==> config.mk <==
export PLATFORM = sky130hd
export DESIGN_NAME = vector_divider_iterative
export DESIGN_NICKNAME = d
export VERILOG_FILES = /design/src/rtl/vec_div_pkg.sv /design/src/rtl/div_lane_step.sv /design/src/rtl/vector_divider_iterative.sv
export SDC_FILE = /design/constraint.sdc
export NUM_CORES = 1
export LEC_CHECK = 0
export CORE_UTILIZATION = 35
export DETAILED_ROUTE_END_ITERATION = 7
export PLACE_DENSITY = 0.55
export RECOVER_POWER = 100
export REMOVE_ABC_BUFFERS = 1
export SETUP_SLACK_MARGIN = 0.2
export SYNTH_ARGS = -nofsm -noshare
export SYNTH_HDL_FRONTEND = slang
export SYNTH_SLANG_ARGS = --single-unit
==> constraint.sdc <==
create_clock -name clk -period 13.44 [get_ports clk]
set_input_delay 2.016 -clock clk [delete_from_list [all_inputs] [get_ports clk]]
set_output_delay 2.016 -clock clk [all_outputs]
set_load 0.005 [all_outputs]
==> src/rtl/vec_div_pkg.sv <==
// Shared encodings and lane helpers for the iterative packed-lane divider.
//   precision : 00 = 4x8-bit, 01 = 2x16-bit, 10/11 = 1x32-bit
//   op_sel    : 00 = DIV, 01 = DIVU, 10 = REM, 11 = REMU (bit0 = unsigned, bit1 = remainder)
//   FSM states: IDLE, PREP, ITER, FIX, DONE
package vec_div_pkg;

    localparam int unsigned DATA_W = 32;
    localparam int unsigned CNT_W  = 6;

    localparam logic [1:0] PREC_8    = 2'b00;
    localparam logic [1:0] PREC_16   = 2'b01;
    localparam logic [1:0] PREC_32   = 2'b10;
    localparam logic [1:0] PREC_RSVD = 2'b11;

    localparam logic [1:0] OP_DIV  = 2'b00;
    localparam logic [1:0] OP_DIVU = 2'b01;
    localparam logic [1:0] OP_REM  = 2'b10;
    localparam logic [1:0] OP_REMU = 2'b11;

    localparam logic [2:0] ST_IDLE = 3'd0;
    localparam logic [2:0] ST_PREP = 3'd1;
    localparam logic [2:0] ST_ITER = 3'd2;
    localparam logic [2:0] ST_FIX  = 3'd3;
    localparam logic [2:0] ST_DONE = 3'd4;

    // Copy the flag held at each lane's top byte to every byte of that lane.
    function automatic logic [3:0] lane_bcast(input logic [3:0] top, input logic [1:0] prec);
        case (prec)
            PREC_8:  return top;
            PREC_16: return {top[3], top[3], top[1], top[1]};
            default: return {4{top[3]}};
        endcase
    endfunction

    // AND per-byte flags across each lane, result broadcast per byte.
    function automatic logic [3:0] lane_and(input logic [3:0] f, input logic [1:0] prec);
        case (prec)
            PREC_8:  return f;
            PREC_16: return {{2{f[3] & f[2]}}, {2{f[1] & f[0]}}};
            default: return {4{&f}};
        endcase
    endfunction

    // Bytes that hold the least-significant bits of a lane.
    function automatic logic [3:0] lane_start(input logic [1:0] prec);
        case (prec)
            PREC_8:  return 4'b1111;
            PREC_16: return 4'b0101;
            default: return 4'b0001;
        endcase
    endfunction

    // Lane width, which is also the number of restoring iterations.
    function automatic logic [CNT_W-1:0] lane_bits(input logic [1:0] prec);
        case (prec)
            PREC_8:  return CNT_W'(8);
            PREC_16: return CNT_W'(16);
            default: return CNT_W'(32);
        endcase
    endfunction

    // Two's-complement negate every lane independently.
    function automatic logic [DATA_W-1:0] lane_neg(input logic [DATA_W-1:0] x, input logic [1:0] prec);
        logic [DATA_W-1:0] r;
        case (prec)
            PREC_8: begin
                for (int i = 0; i < 4; i++) r[i*8 +: 8] = 8'd0 - x[i*8 +: 8];
            end
            PREC_16: begin
                r[15:0]  = 16'd0 - x[15:0];
                r[31:16] = 16'd0 - x[31:16];
            end
            default: r = 32'd0 - x;
        endcase
        return r;
    endfunction

    // Per-byte select: sel ? a : b.
    function automatic logic [DATA_W-1:0] byte_mux(input logic [3:0] sel, input logic [DATA_W-1:0] a,
                                                   input logic [DATA_W-1:0] b);
        logic [DATA_W-1:0] r;
        for (int i = 0; i < 4; i++) r[i*8 +: 8] = sel[i] ? a[i*8 +: 8] : b[i*8 +: 8];
        return r;
    endfunction

endpackage

==> src/rtl/div_lane_step.sv <==
// One 8-bit slice of a restoring-division trial subtract; slices chain through borrow.
//   a, b       : partial remainder and divisor bytes
//   borrow_in  : borrow from the next-lower slice (0 at a lane boundary)
//   diff       : a - b - borrow_in
//   borrow_out : borrow into the next-higher slice
module div_lane_step (
    input  logic [7:0] a,
    input  logic [7:0] b,
    input  logic       borrow_in,
    output logic [7:0] diff,
    output logic       borrow_out
);

    assign {borrow_out, diff} = {1'b0, a} - {1'b0, b} - {8'd0, borrow_in};

endmodule

==> src/rtl/vector_divider_iterative.sv <==
// Iterative radix-2 restoring divider over packed 8/16/32-bit lanes, signed or unsigned,
// returning quotient or remainder per lane.
//   clk, rst             : clock, asynchronous active-high reset
//   in_valid / in_ready  : operation handshake (in_ready only in IDLE)
//   operand_a, operand_b : packed dividends / divisors
//   precision, op_sel    : lane width and operation
//   out_valid / out_ready: result handshake
//   result               : packed per-lane result, held outside DONE
//   busy                 : FSM not in IDLE
module vector_divider_iterative
    import vec_div_pkg::*;
(
    input  logic        clk,
    input  logic        rst,
    input  logic        in_valid,
    output logic        in_ready,
    input  logic [31:0] operand_a,
    input  logic [31:0] operand_b,
    input  logic [1:0]  precision,
    input  logic [1:0]  op_sel,
    output logic        out_valid,
    input  logic        out_ready,
    output logic [31:0] result,
    output logic        busy
);

    logic [2:0]        state, state_nx;
    logic [CNT_W-1:0]  cnt;
    logic [1:0]        prec_r;
    logic [1:0]        op_r;
    logic [DATA_W-1:0] quo;        // dividend shifting out, quotient shifting in
    logic [DATA_W-1:0] rem;        // partial remainder
    logic [DATA_W-1:0] div;        // divisor magnitude
    logic [3:0]        rem_sign;   // per-byte: negate remainder in FIX
    logic [3:0]        quo_sign;   // per-byte: negate quotient in FIX
    logic [3:0]        div_zero;   // per-byte: lane divisor is zero

    logic [3:0]        start;
    logic [3:0]        a_neg, b_neg, b_zero, qmsb, ge, bo;
    logic [DATA_W-1:0] rem_sh, diff, rem_nx, quo_nx;
    logic [DATA_W-1:0] q_fix, r_fix, fix_val;

    assign start  = lane_start(prec_r);
    assign a_neg  = lane_bcast({quo[31], quo[23], quo[15], quo[7]}, prec_r) & {4{~op_r[0]}};
    assign b_neg  = lane_bcast({div[31], div[23], div[15], div[7]}, prec_r) & {4{~op_r[0]}};
    assign b_zero = lane_and({div[31:24] == 8'd0, div[23:16] == 8'd0,
                              div[15:8] == 8'd0, div[7:0] == 8'd0}, prec_r);
    assign qmsb   = lane_bcast({quo[31], quo[23], quo[15], quo[7]}, prec_r);

    // Shift each lane's partial remainder left, pulling in that lane's next dividend bit.
    always_comb begin
        rem_sh[7:0] = {rem[6:0], qmsb[0]};
        for (int i = 1; i < 4; i++) begin
            rem_sh[i*8 +: 8] = {rem[i*8 +: 7], start[i] ? qmsb[i] : rem[i*8-1]};
        end
    end

    // Trial subtract slices; the borrow chain is cut at every lane boundary.
    for (genvar g = 0; g < 4; g++) begin : g_slice
        logic bin, bout;
        if (g == 0) begin : g_lsb
            assign bin = 1'b0;
        end else begin : g_chain
            assign bin = start[g] ? 1'b0 : g_slice[g-1].bout;
        end
        div_lane_step u_step (
            .a          (rem_sh[g*8 +: 8]),
            .b          (div[g*8 +: 8]),
            .borrow_in  (bin),
            .diff       (diff[g*8 +: 8]),
            .borrow_out (bout)
        );
        assign bo[g] = bout;
    end

    // Lane fits when the bit shifted out of the remainder was set or no borrow left the lane.
    assign ge = lane_bcast({rem[31], rem[23], rem[15], rem[7]} | ~bo, prec_r);

    always_comb begin
        quo_nx[7:0] = {quo[6:0], ge[0]};
        for (int i = 1; i < 4; i++) begin
            quo_nx[i*8 +: 8] = {quo[i*8 +: 7], start[i] ? ge[i] : quo[i*8-1]};
        end
        rem_nx = byte_mux(ge, diff, rem_sh);
    end

    // Sign correction and quotient/remainder selection.
    assign q_fix   = byte_mux(div_zero, 32'hFFFF_FFFF,
                              byte_mux(quo_sign, lane_neg(quo, prec_r), quo));
    assign r_fix   = byte_mux(rem_sign, lane_neg(rem, prec_r), rem);
    assign fix_val = op_r[1] ? r_fix : q_fix;

    // State register.
    always_ff @(posedge clk or posedge rst) begin
        if (rst) state <= ST_IDLE;
        else     state <= state_nx;
    end

    // Next-state logic.
    always_comb begin
        state_nx = state;
        case (state)
            ST_IDLE: if (in_valid) state_nx = ST_PREP;
            ST_PREP: state_nx = ST_ITER;
            ST_ITER: if (cnt == '0) state_nx = ST_FIX;
            ST_FIX:  state_nx = ST_DONE;
            ST_DONE: if (out_ready) state_nx = ST_IDLE;
            default: state_nx = ST_IDLE;
        endcase
    end

    // Handshake and status outputs, registered from the next state.
    always_ff @(posedge clk or posedge rst) begin
        if (rst) begin
            in_ready  <= 1'b1;
            busy      <= 1'b0;
            out_valid <= 1'b0;
        end else begin
            in_ready  <= (state_nx == ST_IDLE);
            busy      <= (state_nx != ST_IDLE);
            out_valid <= (state_nx == ST_DONE);
        end
    end

    // Datapath registers.
    always_ff @(posedge clk or posedge rst) begin
        if (rst) begin
            cnt      <= '0;
            prec_r   <= '0;
            op_r     <= '0;
            quo      <= '0;
            rem      <= '0;
            div      <= '0;
            rem_sign <= '0;
            quo_sign <= '0;
            div_zero <= '0;
            result   <= '0;
        end else begin
            case (state)
                ST_IDLE: begin
                    if (in_valid) begin
                        quo    <= operand_a;
                        div    <= operand_b;
                        prec_r <= (precision == PREC_RSVD) ? PREC_32 : precision;
                        op_r   <= op_sel;
                    end
                end
                ST_PREP: begin
                    quo      <= byte_mux(a_neg, lane_neg(quo, prec_r), quo);
                    div      <= byte_mux(b_neg, lane_neg(div, prec_r), div);
                    rem      <= '0;
                    cnt      <= lane_bits(prec_r);
                    rem_sign <= a_neg;
                    quo_sign <= a_neg ^ b_neg;
                    div_zero <= b_zero;
                end
                ST_ITER: begin
                    if (cnt != '0) begin
                        rem <= rem_nx;
                        quo <= quo_nx;
                        cnt <= cnt - CNT_W'(1);
                    end
                end
                ST_FIX:  result <= fix_val;
                default: ;
            endcase
        end
    end

endmodule
==> results list <==
- The number of cells on the worst reg-to-reg path is 36.
- Worst Hold Slack: around 0.47 ns
* Die Height: roughly 190 microns
- Reg2reg setup slack: 1.75 ns
- Max-cap violations in this run came to 12.
* Final Max Slew Viols: slightly below 500
- Final estimated routing congestion in global placement: around 0.87
* Starting density of the core: between 30% and 40%
- Wire length of the first global-routing pass: 62.1 mm
- The clock reaches the later pin of the worst-skew pair after 0.46 ns.
- Setup repair after global routing left no endpoint under its margin.
- Antenna diodes: 0
* Root cell of the clock tree: sky130_fd_sc_hd__clkbuf_16
- During placement, the flow inserted port buffers numbering between 100 and 150.
* Switching power as a share of total power: 50.4%
* Family with the most delay on the worst path: compound AO/OA/AOI/OAI gates
- In this run the worst path has a maximum fanout of 20.
- Slew of the pin with the lowest slew margin: about 4.2 ns
- Once the clock tree was built, the setup fixing pass inserted 0 buffers.
* Leakage: 5.85 nW
- The final number of hold-violating endpoints was 0.
- Cell depth of the worst min-delay path: 1
- After synthesis, the cell types taking the most area are sky130_fd_sc_hd__dfrtp_1, sky130_fd_sc_hd__ha_1, sky130_fd_sc_hd__nand2_1.
- # rows: 68
- The routed design has 38.9 mm of wire.
- TritonCTS clock tree: done
- Cells resized by post-CTS repair: 0
- Startpoint of the most critical setup path: quo[15]
* Buffers and inverters on the worst path: 2
- Number of distinct library cells after synthesis: a little under 90
- Summed over all layers, the global routing overflow is 0.
- Critical path data required time: approximately 14 ns
- The top cell type by area accounts for between 30% and 40% of the synthesized area.
- DR vias: around 11000
* Logic depth of the worst setup path including buffers: 36
- The pre-antenna-repair detailed-routing pass consisted of 6 iterations.
- After detailed routing, the number of remaining DRC violations is 0.
- During synthesis, Yosys emitted a total of 0 warnings.
* Dominant cell by count in the synthesized netlist: sky130_fd_sc_hd__dfrtp_1
* Number of H-tree levels: 4
- Netlist area before placement: between 10000 and 15000 sq um
- Antenna violations before repair: 0
* Hold crit path type: flip-flop to flip-flop
- Setup slack on the critical path of the routed design comes to between 1.5 and 2 ns.
- In this run, synthesis inferred 0 flip-flops with an integrated enable.
- End point of the worst hold path: result[12]
* Worst slack at placement: approximately 2.5 ns
- Data arrival time of the critical path: approximately 12 ns
- Summed over all nets, the switching power comes to around 0.0022 W.
- Derived from the worst setup path, the maximum achievable clock frequency is approximately 86 MHz.
- Reg clk slew, reported paths: 0.07 ns
- In the final layout, the multi-input gates occupy between 7000 and 8000 sq um.
* Startpoint class of the critical path: flip-flop
- Die W: ~190 microns
* Status: finished with violations
- HPWL after detailed placement: approximately 28 mm
- Area of the core: between 30000 and 40000 sq um
- Relative slew slack: -182%
- Pin placement for this block handled approximately 110 I/O pins.
- Number of vias per cell after detailed routing: approximately 5.7
- Setup violations remaining at the end of the flow were counted as 0.
- Final setup skew: 0.0121 ns
- Violations in the final reports: capacitance limit, slew limit
- Post-synthesis sequential element count: 156
- The worst path in the final design needs a cycle of 11.69 ns, including I/O delays and setup.
* Clock power share: 11.5%
- The post-route netlist has 5.15% of its cells at a drive strength greater than 1.
- The worst hold path begins at result[12].
- Summed over all failing endpoints, the final setup total negative slack is 0 ns.
* DR iter-0 viols: ~1000
* Overall die area: 35700 sq um
* Flip-flop and latch area: between 3000 and 4000 sq um
- Layout Area Growth over Synthesis: 15.3%
* Post-detailed-route count of antenna-violating nets: 0
- Cell internal power was estimated by the tool at around 0.0022 W.
* Share of total power in sequential cells: between 20% and 30%
- After detailed routing, the average wire length per cell comes to roughly 20 microns.
- The critical path is of the flip-flop to flip-flop type.
* Library cell contributing the largest single delay on the critical path: sky130_fd_sc_hd__clkbuf_1
- The final critical path takes up 87.0% of the cycle.
- In this run the mean area of a mapped cell was 8.25 sq um.
* Largest incremental delay on the critical path: about 0.86 ns
* Pwr dens: approximately 320 nW/um^2
- Beginning of the worst register-to-register path: quo[15]
- The tree built by TritonCTS fans out to 156 sinks.
* Post-synthesis cell type with the largest combined area: sky130_fd_sc_hd__dfrtp_1
- Number of nets in the finished design: 1665
- Maximum resistive drop on vdd: around 0.00013 V
- Share of synthesized registers carrying an async set or reset: 100%
* Number of buffers added to fix hold violations after cts: 0
* Share of synthesized area occupied by flip-flops and latches: 31.9%
- Number of filler cells placed in the layout: roughly 3500
- In this run, the combinational gates consume about two thirds of the power.
* GR Util All Layers: around 22%
- In this run the critical register-to-register path is captured at rem[9].
- Largest net degree at the start of global routing: 90
- Crit path top cell by count: sky130_fd_sc_hd__fa_1
- The via count of the first global-routing pass is around 11000.
- Inserted Clock Buffers: 17
* Top cell types by occurrence after synthesis: sky130_fd_sc_hd__dfrtp_1, sky130_fd_sc_hd__nand2_1, sky130_fd_sc_hd__nor2_1
- Most used DFF post-synth: sky130_fd_sc_hd__dfrtp_1
- STA classifies the critical path endpoint as a flip-flop.
- The clock passes through at most 2 buffers.
- Number of instances in the synthesized netlist: approximately 1500
==> layout make-up <==
type	count	share of cell area, %
Inverter	107	2.86
Tap cell	455	4.04
Sequential cell	156	27.7
Multi-Input combinational cell	1120	53.2
Timing Repair Buffer	121	8.03
Clock buffer	17	3.02
Clock inverter	14	1.21
==> routing by layer <==
| metal | track usage, % | wire, microns | vias to the layer above |
|---|---|---|---|
| met5 | 0 | 0 | - |
| met4 | 5.55 | 514 | 0 |
| met3 | 3.32 | 2090 | 30 |
| met2 | 34.3 | 17500 | 298 |
| met1 | 32.2 | 18800 | 5471 |
| li1 | - | - | 5445 |
==> power by group through the flow <==
stage | Clock [W] | Sequential (W) | Combinational (W)
global route | 0.000537 | 0.00107 | 0.00327
floorplan | 0 | 0.000953 | 0.00213
finish | 0.000513 | 0.00103 | 0.00291
CTS | 0.000519 | 0.00103 | 0.00294
global placement | 0 | 0.00103 | 0.00288
detailed placement | 0 | 0.00103 | 0.00292
==> cell families (layout without fill, tap and decap cells) <==
group,Yosys count,count (layout),share of synthesized area (%)
xor gates and xnor gates,90,90,6.44
buffers and inverters,206,259,6.56
AOI/OAI and AO/OA,465,465,25.7
muxes,40,40,3.29
adders and majority gates,70,70,7.59
and+or+nand+nor,455,455,18.5
DFF,156,156,31.9
==> through the flow <==
stage	cell area, sq um	total power, W	instances	utilization [%]
2_1_floorplan	11800	0.00308	1383	-
5_1_grt	14100	0.00488	1990	40.9
3_5_place_dp	13600	0.00395	1959	39.5
4_1_cts	14200	0.00449	1990	41.2
6_report	14100	0.00445	1990	40.9
3_3_place_gp	13600	0.00391	1959	39.5
==> flip-flops by register name, indices dropped and copies added (netlist names), 3 cells and up <==
signal    flops
cnt           6
div          32
div_zero      4
quo          32
quo_sign      4
rem          32
rem_sign      4
result       32
state         3
==> worst max-delay path by stage <==
stage / end / slack [ns]
floorplan: rem[9] / 2.86
global placement: rem[22] / 2.90
detailed placement: rem[22] / 2.54
CTS: rem[22] / 2.46
global route: rem[10] / 0.93
finish: rem[9] / 1.75
==> layout by cell type (no fill, tap or decap), types with 36 or more instances in the layout <==
cell type / count
sky130_fd_sc_hd__inv_1: 106
sky130_fd_sc_hd__nor2_1: 114
sky130_fd_sc_hd__a21oi_1: 89
sky130_fd_sc_hd__clkdlybuf4s50_1: 69
sky130_fd_sc_hd__nand2_1: 139
sky130_fd_sc_hd__xnor2_1: 54
sky130_fd_sc_hd__o22ai_1: 44
sky130_fd_sc_hd__mux2i_1: 37
sky130_fd_sc_hd__dfrtp_1: 155
sky130_fd_sc_hd__o21ai_0: 107
sky130_fd_sc_hd__nor3_1: 54
sky130_fd_sc_hd__dlygate4sd3_1: 37
sky130_fd_sc_hd__xor2_1: 36
sky130_fd_sc_hd__ha_1: 63
(Power assumes the default switching activity.)
